### src/rtl/keypad_scanner_if.sv
// ---------------------------------------------------------------------------
// keypad_scanner_if : row/column matrix lines plus accepted-key outputs
// Revision: 1.0
// ---------------------------------------------------------------------------
`default_nettype none

interface keypad_scanner_if;
   logic [3:0] row;
   logic [3:0] col;
   logic [3:0] key;
   logic       key_valid;
   logic       key_held;

   modport slave (
      input  row,
      output col,
      output key,
      output key_valid,
      output key_held
   );

   modport master (
      output row,
      input  col,
      input  key,
      input  key_valid,
      input  key_held
   );
endinterface

`default_nettype wire

### src/rtl/keypad_scanner.sv
// ---------------------------------------------------------------------------
// keypad_scanner : 4x4 matrix keypad scanner with press/release debounce
// Revision: 1.0
// ---------------------------------------------------------------------------
`default_nettype none

module keypad_scanner #(
   parameter int SCAN_DIV = 50000,
   parameter int DEBOUNCE = 4
) (
   input  wire logic       clk,
   input  wire logic       rst_n,
   keypad_scanner_if.slave kp
);

   localparam int              c_tick_w    = (SCAN_DIV > 1) ? $clog2(SCAN_DIV) : 1;
   localparam logic [c_tick_w-1:0] c_tick_last = c_tick_w'(SCAN_DIV - 1);
   localparam logic [4:0]      c_deb       = 5'(DEBOUNCE);

   typedef enum logic [1:0] {
      ST_SCAN     = 2'd0,
      ST_DEBOUNCE = 2'd1,
      ST_HELD     = 2'd2,
      ST_RELEASE  = 2'd3
   } state_t;

   state_t              r_state;
   state_t              w_state_nxt;
   logic [3:0]          r_row_meta;
   logic [3:0]          r_row_sync;
   logic [c_tick_w-1:0] r_tick_cnt;
   logic [1:0]          r_col_idx;
   logic [1:0]          r_row_idx;
   logic [3:0]          r_match_cnt;
   logic [3:0]          r_rel_cnt;
   logic [3:0]          r_key;
   logic                r_key_valid;
   logic                r_key_held;

   logic                w_tick;
   logic                w_one_low;
   logic [1:0]          w_row_idx;
   logic [3:0]          w_cap_pat;
   logic [1:0]          w_col_idx_nxt;
   logic [1:0]          w_row_idx_nxt;
   logic [3:0]          w_match_nxt;
   logic [3:0]          w_rel_nxt;
   logic [3:0]          w_key_nxt;
   logic                w_valid_nxt;
   logic                w_held_nxt;

   function automatic logic [3:0] f_key_map(input logic [1:0] row_idx, input logic [1:0] col_idx);
      logic [3:0] v;
      case ({row_idx, col_idx})
         4'h0: v = 4'h1;
         4'h1: v = 4'h2;
         4'h2: v = 4'h3;
         4'h3: v = 4'hA;
         4'h4: v = 4'h4;
         4'h5: v = 4'h5;
         4'h6: v = 4'h6;
         4'h7: v = 4'hB;
         4'h8: v = 4'h7;
         4'h9: v = 4'h8;
         4'hA: v = 4'h9;
         4'hB: v = 4'hC;
         4'hC: v = 4'hE;
         4'hD: v = 4'h0;
         4'hE: v = 4'hF;
         default: v = 4'hD;
      endcase
      return v;
   endfunction

   assign w_tick    = (r_tick_cnt == c_tick_last);
   assign w_cap_pat = ~(4'b0001 << r_row_idx);

   // Multiple low rows are ambiguous (ghosting), so only a single low bit counts as a key.
   always_comb begin
      w_one_low = 1'b0;
      w_row_idx = 2'd0;
      case (r_row_sync)
         4'b1110: begin w_one_low = 1'b1; w_row_idx = 2'd0; end
         4'b1101: begin w_one_low = 1'b1; w_row_idx = 2'd1; end
         4'b1011: begin w_one_low = 1'b1; w_row_idx = 2'd2; end
         4'b0111: begin w_one_low = 1'b1; w_row_idx = 2'd3; end
         default: ;
      endcase
   end

   always_comb begin
      w_state_nxt   = r_state;
      w_col_idx_nxt = r_col_idx;
      w_row_idx_nxt = r_row_idx;
      w_match_nxt   = r_match_cnt;
      w_rel_nxt     = r_rel_cnt;
      w_key_nxt     = r_key;
      w_valid_nxt   = 1'b0;
      w_held_nxt    = r_key_held;
      if (w_tick) begin
         case (r_state)
            ST_SCAN: begin
               if (w_one_low) begin
                  w_row_idx_nxt = w_row_idx;
                  w_match_nxt   = 4'd1;
                  w_state_nxt   = ST_DEBOUNCE;
               end else begin
                  w_col_idx_nxt = r_col_idx + 2'd1;
               end
            end
            ST_DEBOUNCE: begin
               if (r_row_sync == w_cap_pat) begin
                  if (({1'b0, r_match_cnt} + 5'd1) >= c_deb) begin
                     w_key_nxt   = f_key_map(r_row_idx, r_col_idx);
                     w_valid_nxt = 1'b1;
                     w_held_nxt  = 1'b1;
                     w_match_nxt = 4'd0;
                     w_state_nxt = ST_HELD;
                  end else begin
                     w_match_nxt = r_match_cnt + 4'd1;
                  end
               end else begin
                  w_match_nxt   = 4'd0;
                  w_col_idx_nxt = r_col_idx + 2'd1;
                  w_state_nxt   = ST_SCAN;
               end
            end
            ST_HELD: begin
               if (r_row_sync == 4'hF) begin
                  if (c_deb <= 5'd1) begin
                     w_held_nxt    = 1'b0;
                     w_col_idx_nxt = r_col_idx + 2'd1;
                     w_state_nxt   = ST_SCAN;
                  end else begin
                     w_rel_nxt   = 4'd1;
                     w_state_nxt = ST_RELEASE;
                  end
               end
            end
            default: begin
               if (r_row_sync == 4'hF) begin
                  if (({1'b0, r_rel_cnt} + 5'd1) >= c_deb) begin
                     w_held_nxt    = 1'b0;
                     w_rel_nxt     = 4'd0;
                     w_col_idx_nxt = r_col_idx + 2'd1;
                     w_state_nxt   = ST_SCAN;
                  end else begin
                     w_rel_nxt = r_rel_cnt + 4'd1;
                  end
               end else begin
                  w_rel_nxt   = 4'd0;
                  w_state_nxt = ST_HELD;
               end
            end
         endcase
      end
   end

   always_ff @(posedge clk) begin
      if (!rst_n) begin
         r_state     <= ST_SCAN;
         r_row_meta  <= 4'hF;
         r_row_sync  <= 4'hF;
         r_tick_cnt  <= '0;
         r_col_idx   <= 2'd0;
         r_row_idx   <= 2'd0;
         r_match_cnt <= 4'd0;
         r_rel_cnt   <= 4'd0;
         r_key       <= 4'h0;
         r_key_valid <= 1'b0;
         r_key_held  <= 1'b0;
      end else begin
         r_state     <= w_state_nxt;
         r_row_meta  <= kp.row;
         r_row_sync  <= r_row_meta;
         r_tick_cnt  <= w_tick ? '0 : r_tick_cnt + c_tick_w'(1);
         r_col_idx   <= w_col_idx_nxt;
         r_row_idx   <= w_row_idx_nxt;
         r_match_cnt <= w_match_nxt;
         r_rel_cnt   <= w_rel_nxt;
         r_key       <= w_key_nxt;
         r_key_valid <= w_valid_nxt;
         r_key_held  <= w_held_nxt;
      end
   end

   assign kp.col       = ~(4'b0001 << r_col_idx);
   assign kp.key       = r_key;
   assign kp.key_valid = r_key_valid;
   assign kp.key_held  = r_key_held;

endmodule

`default_nettype wire

### src/flat_wrapper.sv
// flat-port wrapper written by rule: the top's interface ports become plain ports
module keypad_scanner_flat 
#(
   parameter int SCAN_DIV = 50000,
   parameter int DEBOUNCE = 4
)
  (clk, rst_n, kp_row, kp_col, kp_key, kp_key_valid, kp_key_held);
  keypad_scanner_if kp_i ();
  input  wire logic clk;
  input  wire logic rst_n;
  input wire logic [$bits(kp_i.row)-1:0] kp_row;
  output wire logic [$bits(kp_i.col)-1:0] kp_col;
  output wire logic [$bits(kp_i.key)-1:0] kp_key;
  output wire logic [$bits(kp_i.key_valid)-1:0] kp_key_valid;
  output wire logic [$bits(kp_i.key_held)-1:0] kp_key_held;
  assign kp_i.row = kp_row;
  assign kp_col = kp_i.col;
  assign kp_key = kp_i.key;
  assign kp_key_valid = kp_i.key_valid;
  assign kp_key_held = kp_i.key_held;
  keypad_scanner #(.SCAN_DIV(SCAN_DIV), .DEBOUNCE(DEBOUNCE)) u_core (.clk(clk), .rst_n(rst_n), .kp(kp_i));
endmodule
### config.mk
export PLATFORM = sky130hd
export DESIGN_NAME = keypad_scanner_flat
export DESIGN_NICKNAME = d
export VERILOG_FILES = /design/src/rtl/keypad_scanner_if.sv /design/src/rtl/keypad_scanner.sv /design/src/flat_wrapper.sv
export SDC_FILE = /design/constraint.sdc
export NUM_CORES = 1
export LEC_CHECK = 0
export ABC_AREA = 1
export CAP_MARGIN = 40
export CORE_MARGIN = 1
export CORE_UTILIZATION = 62
export DETAILED_ROUTE_END_ITERATION = 7
export PLACE_DENSITY = 0.83
export SETUP_SLACK_MARGIN = 0.02
export SYNTH_ARGS = -nofsm -noshare
export SYNTH_HDL_FRONTEND = slang
export SYNTH_SLANG_ARGS = --single-unit
### constraint.sdc
create_clock -name clk -period 2.3 [get_ports clk]
set_input_delay 0.46 -clock clk [delete_from_list [all_inputs] [get_ports clk]]
set_output_delay 0.46 -clock clk [all_outputs]
set_load 0.05 [all_outputs]
# --- Word level (Yosys, flattened, before mapping) ---
# Memories as Yosys holds them, arrays and structs flattened. A register that Yosys moved wholly into a read port is not among the register bits.
# Index checks and enable logic that the tools add are counted.
totals:
  in_bits: 6
  n_memories: 1
  out_inout_bits: 10
  rom_bits: 64
  elab_cells: 91
  reg_bits: 40
classes:
  addsub: 6
  muxes: 28
  eq_ne: 17
  reduce_logical: 19
  n_bitwise: 6
  shift: 2
  order_cmp: 2
memory_table:
  columns: ["memory", "words", "word_bits", "rd", "rd_clocked_by_memory_dff", "write_ports", "line_no", "text"]
  rows:
  - ["(name not given)", 16, 4, 1, 1, 0, "keypad_scanner.sv:54", "case ({row_idx, col_idx})"]
op_table:
  columns: ["operator", "n"]
  rows:
  - ["2-to-1 mux 4 bit", 6]
  - ["2-to-1 mux 2 bit", 10]
  - ["case mux 2 bit (3 select lines)", 3]
  - ["adder 16 x 1 -> 16 bit, second input constant", 1]
  - ["equality test 16 bit, second input constant", 1]
  - ["equality test 4 bit, second input constant", 4]
  - ["case mux 4 bit (2 select lines)", 2]
  - ["AND reduction 6 bit", 2]
  - ["adder 4 x 1 -> 5 bit, second input constant", 2]
  - [">= comparator 5 x 3 -> 1 bit, second input constant", 2]
  - ["AND reduction 3 bit", 3]
  - ["adder 4 x 1 -> 4 bit, second input constant", 2]
  - ["inequality test 2 x 1 -> 1 bit, second input constant", 4]
  - ["NOT 4 bit", 2]
  - ["AND reduction 4 bit", 2]
  - ["<< shifter 1 x 2 -> 4 bit, first input constant", 2]
  - ["2-to-1 mux 1 bit", 6]
  - ["nonzero test 2 bit", 3]
  - ["nonzero test 3 bit", 2]
  - ["OR reduction 2 bit", 3]
  - ["inequality test 5 bit, second input constant", 1]
  - ["AND reduction 5 bit", 1]
  - ["equality test 4 x 3 -> 1 bit, second input constant", 1]
  - ["equality test 4 bit", 1]
  - ["other kinds (10)", 14]

# --- Longest topological paths before layout ---
logic_depth:
  ltp_word: 5
  mapped_depth: 12

# --- Worst setup path after synthesis ---
# OpenSTA, ideal clock, no wires.
synth_timing:
  kind: "flip-flop to flip-flop"
  start: "reg u_core.r_col_idx[0]"
  end: "reg u_core.r_key[1], in the netlist u_core.kp.key[1]"
  stages_incl_launch_ff: 9
  setup_ns: 0.116
  t_arrival_ns: 1.471
  required_ns: 2.184
  setup_slack_ns: 0.713
  cell_sequence: "dfxtp_1 > inv_1 > ha_1 > inv_1 > nor2_1 > o21ai_0 > nand2_1 > o21ai_0 > nor2_1"
synth_lines:
  columns: ["item", "line_no", "text"]
  rows:
  - ["start: declaration", "keypad_scanner.sv:32", "logic [1:0] r_col_idx;"]
  - ["start signal: assignment", "keypad_scanner.sv:177", "r_col_idx <= w_col_idx_nxt;"]
  - ["end: declaration", "keypad_scanner.sv:36", "logic [3:0] r_key;"]

# --- Worst setup path after layout ---
layout_timing:
  start: "reg u_core.r_key_held, in the netlist u_core.kp.key_held"
  end: "out kp_key_held"
layout_lines:
  columns: ["item", "line_no", "text"]
  rows:
  - ["start: declaration", "keypad_scanner.sv:38", "logic r_key_held;"]
  - ["start signal: assignment", "keypad_scanner.sv:183", "r_key_held <= w_held_nxt;"]
  - ["end: declaration", "flat_wrapper.sv:15", "output wire logic [$bits(kp_i.key_held)-1:0] kp_key_held;"]
# No word-level cell between the ends.

==> impl_metrics.yaml <==
clock_tree:
  htreeDepth: 2
  postCtsHoldBufs: 0
  cts_root_buffer: "clkbuf_4"
  cts_made_buffers: 5
  cts_tree: "built"
  cts.sinks: 44
  cts_setup_buffers: 0
  clock_latency_ns: 0.35
  path_clk_slew_ns: 0.12
  clockBufferDepth: 2
yosys:
  syn_nets: 344
  avgSynthCellArea_um2: 6.92
  yosysWarningCount: 0
  syn-instance-count: 327
  synth_cell_types: 29
  synth_area_um2: 2260
  synth_seq_area_share_pct: 38.9
  synth_seq_cells: 44
pwr:
  p_per_area_nw_per_um2: 488
  cellLeakagePower_nw: 1.07
  vdd_drop_max_mv: 0.357
setup_path:
  critPathSlowestCell: "clkdlybuf4s50_1"
  reg2reg_from: "u_core.r_tick_cnt[0]$_SDFF_PP0_"
  path_class: "flop to output pin"
  critPathLaunchType: "flop"
  crit_arrival_ns: 1.53
  worst_setup_path_end_kind: "output pin"
  rr_endpoint: "u_core.r_tick_cnt[11]$_SDFF_PP0_"
  path_delay_family: "buffers and inverters"
  critPathBufInv: 1
  cp_max_fo: 2
  crit_path_max_incr_delay_ns: 0.80
  worstSetupPathDepth: 1
  reg2reg_depth: 7
  rrSetupSlack_ns: 0.44
  cp.required_ns: 1.84
  path_cells: "clkdlybuf4s50_1"
worst_hold_path:
  min_path_cells: 1
  min_from: "u_core.r_row_meta[1]$_SDFF_PN1_"
  min_to: "u_core.r_row_sync[1]$_SDFF_PN1_"
  hold_class: "flop to flop"
outcome:
  status: "completed"
drt:
  dr.pass1.iters: 4
  viasPerCell: 5.24
  drtIter0Drc: 135
  drc: 0
  routed_wl_mm: 4.26
  ant_nets: 0
  vias: 2058
  wl_per_cell_um: 10.8
layout:
  layout_commonest_cell: "nand2_1"
  area_growth_pct: 11.1
  n_antenna_cell: 0
  final_core_util_pct: 73.6
  nets: 363
  final_cell_mix: "nand2_1 (68), nor2_1 (46), dfxtp_1 (44)"
  drive_above_1_share_pct: 9.51
sta:
  finalCriticalPeriod_ns: 1.99
  setup_viol_count_final: 0
  tns_ns: 0
  slew_headroom_pct: 65.0
  skew_ns: 0.0149
  rsz0062_at_grt: "false"
  max_freq_ghz: 0.504
  worst_slack_ns: 0.315
  worst_pin_slew_ns: 0.524
  report.final.slew_viol_count: 0
  hold_viol: 0
  fin_crit_sh_pct: 86.3
global_route:
  track_usage_pct: 23.9
  antenna_found_initial: 0
  grt-ovfl-total: 0
  grt_pass1_wl_mm: 7.51
  grt_max_degree: 18
  grt_pass1_vias: 1786
floorplanning:
  die_y_um: 62.4
  start_util_pct: 66.3
  std_cell_rows: 21
  die_area_um2: 3900
  die_w_um: 62.4
  coreArea_um2: 3420
  io-pin-count: 16
placed_design:
  dpl_worst_slack_ns: 0.436
  hpwl_mm: 3.26
  gp_congestion: 0.910
  portBuffers: 15
run:
  drv_cap: 0
-- layout make-up --
class	instances	area [µm²]
flip-flops and latches	44	881
fillers	313	902
well taps	46	57.6
multi-input cells	234	1190
repair buffers	16	153
clock buffers	8	58.8
inverters	45	169
-- Yosys cell counts --
library cell	number	share of area, %
or2_1	1	0.28
nand2_1	68	11
nand3_2	2	0.88
nor2_2	5	1.4
a22o_1	1	0.39
xnor2_1	1	0.39
nor2_1	46	7.6
o21a_1	2	0.66
nand2_2	1	0.28
nor2_4	1	0.50
o21bai_1	2	0.66
inv_2	2	0.33
clkinv_1	2	0.33
nor3_1	8	1.8
ha_1	11	6.1
xor2_1	2	0.77
nor3_2	1	0.44
a21oi_1	20	4.4
o21ai_0	15	3.3
nand4_1	8	2.2
inv_1	41	6.8
o22ai_1	1	0.28
or2_2	11	3.0
buf_4	1	0.33
clkbuf_1	3	0.50
a31oi_1	1	0.28
o211ai_1	1	0.33
nand3_1	25	5.5
dfxtp_1	44	39
-- worst max path at each step --
stage                                           from                                to  slack (ns)
detailed placement   u_core.r_tick_cnt[0]$_SDFF_PP0_  u_core.r_tick_cnt[11]$_SDFF_PP0_        0.44
global placement    u_core.r_col_idx[0]$_SDFFE_PN0P_                         kp_col[3]        0.45
CTS                 u_core.r_col_idx[0]$_SDFFE_PN0P_                         kp_col[3]        0.03
floorplan           u_core.r_col_idx[0]$_SDFFE_PN0P_     u_core.kp.key[1]$_SDFFE_PN0P_        0.71
global route         u_core.r_tick_cnt[0]$_SDFF_PP0_  u_core.r_tick_cnt[10]$_SDFF_PP0_        0.23
finish               u_core.kp.key_held$_SDFFE_PN0P_                       kp_key_held        0.31
-- registers in the layout, summed over array words and instances (netlist names) --
signal and flops:
u_core.r_tick_cnt 16, u_core.r_state 2, u_core.r_row_idx 2, u_core.r_col_idx 2, u_core.kp.key_held 1, u_core.kp.key_valid 1, u_core.r_row_meta 4, u_core.r_match_cnt 4
u_core.kp.key 4, u_core.r_rel_cnt 4, u_core.r_row_sync 4
-- repair_timing --
item	4_1_cts	5_1_grt
gates resized for setup	0	1
setup endpoints to repair	0	1
hold endpoints to repair	0	0
-- cell families (layout without fill, tap and decap cells) --
kind of cell	Yosys count	in the layout	share of synthesized area, %
xor+xnor	3	3	1.16
simple gates	177	177	35.2
fa+ha+maj	11	11	6.08
compound gates	43	43	10.3
flops	44	44	38.9
buf+inv	49	69	8.29
-- stage by stage --
stage | total power [mW] | hold WS [ns] | cells | area, µm²
after global placement | 0.859 | 0.396 | 385 | 2450
after CTS | 1.24 | 0.422 | 393 | 2510
final | 1.23 | 0.415 | 393 | 2510
after floorplan | 0.841 | 0.393 | 327 | 2260
after global routing | 1.27 | 0.437 | 393 | 2510
after detailed placement | 0.862 | 0.400 | 385 | 2450
-- power breakdown --
part           internal [mW]  total, mW  switching (mW)
sequential             0.773      0.779         0.00606
clock                  0.151      0.381           0.230
combinational         0.0271     0.0659          0.0388
-- metal layers --
layer  vias up  track usage, %  part of all wire, %
li1       1080               -                    -
met2        56            38.3                   46
met3         6            5.47                  6.0
met5         -               0                    0
met4         0            7.85                  1.3
met1       916            31.7                   47
Note: power is estimated with default switching activity, not from simulation.
